==> src/rtl/lenet_layer_sched.sv <==
// lenet_layer_sched: runs conv1 -> conv2 -> fc1 -> fc2 once per image for
// NUM_IMAGES images per start command, and owns the weight SRAM read port.
// Optional build macro: LENET_SCHED_TIMEOUT_EN adds a per-layer watchdog.
//
// state | meaning
// IDLE  | waiting for start; weight address parked at 0
// CONV1 | conv1 engine running
// CONV2 | conv2 engine running
// FC1   | fc1 engine running
// FC2   | fc2 engine running; last image returns to IDLE with done
module lenet_layer_sched #(
  parameter int CONV1_BASE     = 0,
  parameter int CONV2_BASE     = 21,
  parameter int FC1_BASE       = 1023,
  parameter int FC2_BASE       = 17023,
  parameter int CONV1_SIZE     = 21,
  parameter int CONV2_SIZE     = 1002,
  parameter int FC1_SIZE       = 16000,
  parameter int FC2_SIZE       = 200,
  parameter int NUM_IMAGES     = 1,
  parameter int TIMEOUT_CYCLES = 200000
) (
  input  logic        clk,
  input  logic        srst,
  input  logic        start,
  output logic        busy,
  output logic        done,
  output logic [2:0]  layer_id,
  output logic [15:0] image_cnt,
  output logic        conv1_start,
  output logic        conv2_start,
  output logic        fc1_start,
  output logic        fc2_start,
  input  logic        conv1_finish,
  input  logic        conv2_finish,
  input  logic        fc1_finish,
  input  logic        fc2_finish,
  input  logic [14:0] conv1_raddr_w,
  input  logic [14:0] conv2_raddr_w,
  input  logic [14:0] fc1_raddr_w,
  input  logic [14:0] fc2_raddr_w,
  output logic [16:0] sram_raddr_weight,
  output logic        addr_err,
  output logic        timeout_err
);

  typedef enum logic [2:0] {
    IDLE  = 3'd0,
    CONV1 = 3'd1,
    CONV2 = 3'd2,
    FC1   = 3'd3,
    FC2   = 3'd4
  } state_t;

  localparam logic [15:0] LAST_IMG = 16'(NUM_IMAGES - 1);
  localparam logic [16:0] C1_BASE  = 17'(CONV1_BASE);
  localparam logic [16:0] C2_BASE  = 17'(CONV2_BASE);
  localparam logic [16:0] F1_BASE  = 17'(FC1_BASE);
  localparam logic [16:0] F2_BASE  = 17'(FC2_BASE);
  localparam logic [16:0] C1_SIZE  = 17'(CONV1_SIZE);
  localparam logic [16:0] C2_SIZE  = 17'(CONV2_SIZE);
  localparam logic [16:0] F1_SIZE  = 17'(FC1_SIZE);
  localparam logic [16:0] F2_SIZE  = 17'(FC2_SIZE);

  state_t      state, next_state;
  logic [3:0]  start_q, start_d;   // one-hot {fc2, fc1, conv2, conv1}
  logic        done_d;
  logic        img_inc;
  logic        batch_go;
  logic        act_fin;
  logic        fin_ok;
  logic        range_err;
  logic [14:0] loc_addr;
  logic [16:0] base, size;

`ifdef LENET_SCHED_TIMEOUT_EN
  localparam logic [17:0] TMO_LOAD = 18'(TIMEOUT_CYCLES - 1);
  logic [17:0] tmr;
  logic        tmo;

  assign tmo = (state != IDLE) && (tmr == '0);
`endif

  assign busy        = (state != IDLE);
  assign layer_id    = state;
  assign conv1_start = start_q[0];
  assign conv2_start = start_q[1];
  assign fc1_start   = start_q[2];
  assign fc2_start   = start_q[3];

  // Select the active engine's address/finish and map the address into the shared SRAM.
  always_comb begin
    loc_addr  = '0;
    base      = '0;
    size      = 17'd1;
    act_fin   = 1'b0;
    range_err = 1'b0;
    case (state)
      CONV1: begin loc_addr = conv1_raddr_w; base = C1_BASE; size = C1_SIZE; act_fin = conv1_finish; end
      CONV2: begin loc_addr = conv2_raddr_w; base = C2_BASE; size = C2_SIZE; act_fin = conv2_finish; end
      FC1:   begin loc_addr = fc1_raddr_w;   base = F1_BASE; size = F1_SIZE; act_fin = fc1_finish;   end
      FC2:   begin loc_addr = fc2_raddr_w;   base = F2_BASE; size = F2_SIZE; act_fin = fc2_finish;   end
      default: ;
    endcase
    if ({2'b00, loc_addr} >= size) begin
      sram_raddr_weight = base + size - 17'd1;
      range_err         = 1'b1;
    end else begin
      sram_raddr_weight = base + {2'b00, loc_addr};
    end
  end

  // Next-state logic; finish is masked during the start-pulse cycle of each layer.
  always_comb begin
    next_state = state;
    start_d    = '0;
    done_d     = 1'b0;
    img_inc    = 1'b0;
    batch_go   = 1'b0;
    fin_ok     = act_fin && (start_q == 4'b0000);
    case (state)
      IDLE: begin
        if (start) begin
          next_state = CONV1;
          batch_go   = 1'b1;
        end
      end
      CONV1: if (fin_ok) next_state = CONV2;
      CONV2: if (fin_ok) next_state = FC1;
      FC1:   if (fin_ok) next_state = FC2;
      FC2: begin
        if (fin_ok) begin
          if (image_cnt == LAST_IMG) begin
            next_state = IDLE;
            done_d     = 1'b1;
          end else begin
            next_state = CONV1;
            img_inc    = 1'b1;
          end
        end
      end
      default: next_state = IDLE;
    endcase
`ifdef LENET_SCHED_TIMEOUT_EN
    if (tmo && !fin_ok) begin
      next_state = IDLE;
      done_d     = 1'b0;
      img_inc    = 1'b0;
    end
`endif
    if (next_state != state) begin
      case (next_state)
        CONV1:   start_d = 4'b0001;
        CONV2:   start_d = 4'b0010;
        FC1:     start_d = 4'b0100;
        FC2:     start_d = 4'b1000;
        default: start_d = 4'b0000;
      endcase
    end
  end

  // State, start pulses, done, image counter and sticky address error.
  always_ff @(posedge clk) begin
    if (srst) begin
      state     <= IDLE;
      start_q   <= '0;
      done      <= 1'b0;
      image_cnt <= '0;
      addr_err  <= 1'b0;
    end else begin
      state   <= next_state;
      start_q <= start_d;
      done    <= done_d;
      if (batch_go)
        image_cnt <= '0;
      else if (img_inc)
        image_cnt <= image_cnt + 16'd1;
      if (batch_go)
        addr_err <= 1'b0;
      else if (range_err)
        addr_err <= 1'b1;
    end
  end

`ifdef LENET_SCHED_TIMEOUT_EN
  // Watchdog down-counter reloaded on every state entry; terminal count aborts the batch.
  always_ff @(posedge clk) begin
    if (srst) begin
      tmr         <= TMO_LOAD;
      timeout_err <= 1'b0;
    end else begin
      if (next_state != state)
        tmr <= TMO_LOAD;
      else if (tmr != '0)
        tmr <= tmr - 18'd1;
      if (batch_go)
        timeout_err <= 1'b0;
      else if (tmo && !fin_ok)
        timeout_err <= 1'b1;
    end
  end
`else
  assign timeout_err = 1'b0;
`endif

endmodule

==> config.mk <==
export PLATFORM = sky130hd
export DESIGN_NAME = lenet_layer_sched
export DESIGN_NICKNAME = d
export VERILOG_FILES = /design/src/rtl/lenet_layer_sched.sv
export SDC_FILE = /design/constraint.sdc
export NUM_CORES = 1
export LEC_CHECK = 0
export BUFFER_PORTS_ARGS = -buffer_cell sky130_fd_sc_hd__buf_2
export CAP_MARGIN = 20
export CORE_MARGIN = 3
export CORE_UTILIZATION = 46
export CTS_CLUSTER_SIZE = 30
export DETAILED_ROUTE_END_ITERATION = 12
export GPL_TIMING_DRIVEN = 0
export HOLD_SLACK_MARGIN = 0.03
export PLACE_DENSITY = 0.74
export SLEW_MARGIN = 20
export SYNTH_ARGS = -nofsm -noshare
export SYNTH_HDL_FRONTEND = slang
export SYNTH_SLANG_ARGS = --single-unit
==> constraint.sdc <==
create_clock -name clk -period 5.7 [get_ports clk]
set_input_delay 0.855 -clock clk [delete_from_list [all_inputs] [get_ports clk]]
set_output_delay 0.855 -clock clk [all_outputs]
set_load 0.01 [all_outputs]
Yosys cells after proc, flatten, opt, wreduce, memory -nomap -nowiden. Cells that the tools add are included.

Word-level logic and storage cells: 50. ROM bits: 0. Memory bits (writable): 0. Input port bits: 67. Flip-flop bits (word level): 25. Latch bits: 0. Memories kept: 0.

Bitwise operators: 3. Divide/modulo/power cells: 0. Reduce and logical (&&, ||, !) cells: 8. Multiply operators: 0. Eq/ne operators: 9. Multiplexer cells: 20. $lt $le $gt $ge: 1. Shift-type cells: 0. Add/subtract/negate cells: 4.

Operators with widths (count): $pmux 15 s4 (1); $pmux 14 s4 (1); $pmux 15 s3 (1); $add 17x15->17 (1); $add 17x17->17 (1); $ge 15x17->1 (1); $mux 17 (1); $sub 17x1->17 const B (1); $add 16x1->16 const B (1); $logic_not 16->1 (1); $pmux 4 s4 (1); $mux 3 (5); $pmux 3 s5 (1); $eq 3x2->1 const B (4); $mux 1 (8); $eq 3x1->1 const B (2); $eq 3x3->1 const B (2); $logic_not 4->1 (1); $pmux 1 s4 (1); $reduce_or 2->1 (2); $logic_not 3->1 (1); $ne 3x3->1 (1); $not 1->1 (3); $reduce_bool 3->1 (1); other kinds (2) (2).

Logic depth before layout (Yosys ltp).
Depth after elaboration: 8. Gate-level depth with buffers: 16.

Least setup slack after synthesis. No wires, ideal clock.

Path kind: register to output. Start: reg state[1] (netlist: layer_id[1]). End: out sram_raddr_weight[14]. Required time: 4.845 ns. Arrival time: 3.578 ns. Slack: 1.267 ns. Stages on the path, launching flop included: 15. Cell sequence: dfxtp_1 -> buf_6 -> nor2b_1 -> inv_1 -> clkbuf_1 -> nor2_1 -> a221o_1 -> fa_1 -> a21oi_1 -> or3_1 -> o22ai_1 -> or4_1 -> and4b_1 -> xnor2_1 -> o21ai_0.

Longest elaborated chain between the ends: 5. Elaborated cells between the ends (all ways): 12.

RTL lines: from (decl) (RTL line 65) `state_t state, next_state;`; from (signal assigned) (RTL line 171) `state <= next_state;`; $eq 3x3->1, or another cell as far along (RTL line 98) `case (state)`; $pmux 14 s4 / $pmux 15 s3 (equally long branches) (RTL line 98); $add 17x17->17 (RTL line 106) `sram_raddr_weight = base + size - 17'd1;`; $sub 17x1->17 (RTL line 106); $mux 17 * (RTL line 105) `if ({2'b00, loc_addr} >= size) begin`; to (decl) (RTL line 42) `output logic [16:0] sram_raddr_weight,`.

Every way passes the cells marked *; elsewhere a longest branch is shown, timed or not.

Worst setup path after layout. Same ends and word-level chain as after synthesis.

==> impl_metrics.env <==
export IMPL_rows=29
export IMPL_cts_hold_buf=0
export IMPL_cts_setup_buffers=0
export IMPL_rr_endpoint="addr_err"
export IMPL_drc=0
export IMPL_numCtsBuffers=3
export IMPL_worst_slew_pin_slew_ns=0.683
export IMPL_synth_seq_cells=25
export IMPL_p_total_uw=603
export IMPL_yosys_area_top_type="dfxtp_1"
export IMPL_track_usage_pct=23.3
export IMPL_grt_max_degree=15
export IMPL_final_nets=634
export IMPL_drtIter0Drc=257
export IMPL_drtAntennaViolNets=0
export IMPL_fin_skew_ns=0.00514
export IMPL_seqPwrFrac_pct=29.9
export IMPL_reg2reg_slack_ns=1.68
export IMPL_p_switching_uw=240
export IMPL_clock_fmax_ghz=0.186
export IMPL_design_core_area_um2=6490
export IMPL_vias_per_cell=5.82
export IMPL_grt_pass1_vias=3154
export IMPL_postPlaceCellArea_um2=3800
export IMPL_crit_type="flip-flop to output pin"
export IMPL_comb_power_share_pct=53.1
export IMPL_startpoint_type="flip-flop"
export IMPL_rsz0062_at_grt="no"
export IMPL_grt_overflow=0
export IMPL_synth_area_um2=3170
export IMPL_dieArea_um2=7920
export IMPL_final_area_um2=3850
export IMPL_finalMaxSlewViolations=0
export IMPL_clock_sinks=25
export IMPL_vdd_ir_drop_max_uv=112
export IMPL_dpl_cell_count=597
export IMPL_layout_drive_gt1_share_pct=25.0
export IMPL_hp_start="addr_err"
export IMPL_async_flop_share_pct=0
export IMPL_run_status="finished clean"
export IMPL_cp_cell_sequence="buf_6 > nor2b_1 > inv_1 > clkbuf_1 > nor2_1 > a221o_1 > ha_1 > a21oi_1 > o22ai_1 > or4_1 > and4b_1 > xnor2_1 > o21ai_0 > buf_2"
export IMPL_synth_cell_type_count=65
export IMPL_n_antenna_cell=0
export IMPL_postRouteWirelength_mm=9.50
export IMPL_ys_seq_area_share_pct=15.8
export IMPL_utilization_pct=59.4
export IMPL_ys_warnings_count=0
export IMPL_io_pins=111
export IMPL_drt_wirelength_per_cell_um=15.8
export IMPL_ys_flop_type="dfxtp_1"
export IMPL_pwr_share_clk_pct=16.9
export IMPL_hp_class="flip-flop to flip-flop"
export IMPL_worst_r2r_path_depth=16
export IMPL_synth_avg_cell_area_um2=7.69
export IMPL_cp_depth=14
export IMPL_firstDrtPassIters=5
export IMPL_die_h_um=89.0
export IMPL_final_hold_viol_count=0
export IMPL_worstHoldEndpoint="addr_err"
export IMPL_synth_top_area_share_pct=15.8
export IMPL_globalplace_congestion=0.918
export IMPL_port_buffers=108
export IMPL_endpoint_kind="output pin"
export IMPL_cpLargestDelayFamily="simple AND/OR/NAND/NOR gates"
export IMPL_clk_pin_slew_ns=0.08
export IMPL_syn_nets=521
export IMPL_p_leak_nw=1.87
export IMPL_maxCapViolCount=0
export IMPL_p_int_uw=363
export IMPL_syn_instance_count=412
export IMPL_cts_htree_levels=1
export IMPL_cts_root_buf="clkbuf_8"
export IMPL_path_buf_inv=4
export IMPL_required_ns=4.85
export IMPL_arrival_ns=4.52
export IMPL_clk_latency_ns=0.26
export IMPL_ctsLongestPathBuffers=2
export IMPL_initial_core_util_pct=48.8
export IMPL_grt_pass1_wl_mm=14.9
export IMPL_pwr_density_cell_nw_per_um2=156
export IMPL_antenna_found_initial=0
export IMPL_fin_crit_ns=5.38
export IMPL_switching_share_pct=39.8
export IMPL_r2r_start="layer_id[1]"
export IMPL_hpwl_mm=7.71
export IMPL_cts_resized=0
export IMPL_vias=3495
export IMPL_crit_slowest_cell="or4_1"
export IMPL_holdPathStages=2
export IMPL_synth_area_leaders="dfxtp_1 (16%), ha_1 (16%), xnor2_1 (5.8%), nor2_1 (4.6%), a21oi_1 (4.1%)"
export IMPL_crit_fanout=14
export IMPL_layoutNonFillerInstCount=601
export IMPL_die_w_um=89.0
export IMPL_min_period_over_period_pct=94.3
export IMPL_tns_ns=0
export IMPL_cts_tree="done"
export IMPL_syn2layout_area_growth_pct=21.7
export IMPL_synth_edf_count=0
export IMPL_fillCellCount=609
export IMPL_setup_viol=0
export IMPL_slew_headroom_pct=54.4
export IMPL_cp_slowest_stage_delay_ns=0.59
worst reg2reg max path, delay by kind of cell (launching register included):
family,cells,cell delay (ns)
buffers and inverters,6,1.29
and+or+nand+nor,6,1.24
AOI/OAI and AO/OA,3,0.73
DFF,1,0.35
adders and majority gates,1,0.36
cell families after synthesis:
family	share of synthesized area, %
compound gates	24.0
other cells	0.118
fa+ha+maj	17.4
simple gates	21.8
buf+inv	7.07
xor+xnor	9.68
flops	15.8
mux	4.23
power by group through the flow:
stage,clock [mW],sequential (mW),combinational [mW]
floorplan,0,0.185,0.203
global placement,0,0.184,0.311
detailed placement,0,0.184,0.315
CTS,0.104,0.180,0.317
global route,0.111,0.180,0.356
finish,0.102,0.180,0.320
cells in the mapped netlist (all sizes together), types with 7 or more instances:
library cell	count
xor2	14
ha	40
a21oi	26
clkbuf	10
nor3	8
dfxtp	25
nand3b	7
o21ai	25
a22oi	9
inv	29
xnor2	21
nand2	33
nor2	39
nand3	7
buf	12
mux2i	10
state kept, by name, indices dropped and copies added, names as in the netlist:
| signal | cells |
|---|---|
| addr_err | 1 |
| done | 1 |
| layer_id | 3 |
| start_q | 4 |
| image_cnt | 16 |
layout make-up:
class / instances / area (um^2) / area share (%)
clock buffers: 4 / 45.0 / 1.17
plain buffers: 22 / 115 / 2.99
well taps: 77 / 96.3 / 2.50
inverters: 29 / 109 / 2.82
repair buffers: 108 / 541 / 14.0
flip-flops and latches: 25 / 500 / 13.0
multi-input cells: 336 / 2450 / 63.5
per-layer routing:
metal	track usage (%)	vias to the layer above	part of all wire, %
met4	4.33	0	1.2
met3	2.21	13	7.1
met1	33.0	1598	47
met2	38.5	165	44
li1	-	1719	-
met5	0	-	0
placed cells by master (no fill, tap or decap), types with 4 or more instances in the layout:
master,instances
or3_1,4
a22oi_1,8
a221o_1,6
a21oi_1,26
mux2i_1,10
nand2_1,33
xnor2_1,21
o21ai_0,25
clkbuf_1,11
nand3_1,7
o22ai_1,6
nand3b_1,7
dfxtp_1,25
buf_2,113
nand4_1,5
nor2_1,39
nor3_1,8
a22o_1,5
ha_1,40
inv_1,29
a21o_1,6
xor2_1,14
how the worst max path moves through the flow:
| stage | slack [ns] | endpoint | startpoint |
|---|---|---|---|
| final | 0.32 | sram_raddr_weight[14] | layer_id[1] |
| after global routing | 0.007 | sram_raddr_weight[11] | layer_id[1] |
| after CTS | 0.40 | sram_raddr_weight[9] | layer_id[1] |
| after detailed placement | 0.71 | sram_raddr_weight[9] | layer_id[1] |
| after global placement | 0.73 | sram_raddr_weight[14] | layer_id[1] |
| after floorplan | 1.27 | sram_raddr_weight[14] | layer_id[1] |
per-stage QoR:
step | hold slack (ns) | worst slack (ns)
2_1_floorplan | 0.505 | 1.27
3_5_place_dp | 0.491 | 0.708
4_1_cts | 0.509 | 0.400
5_1_grt | 0.525 | 0.00725
6_report | 0.508 | 0.324
3_3_place_gp | 0.476 | 0.731
(Power assumes the default switching activity.)
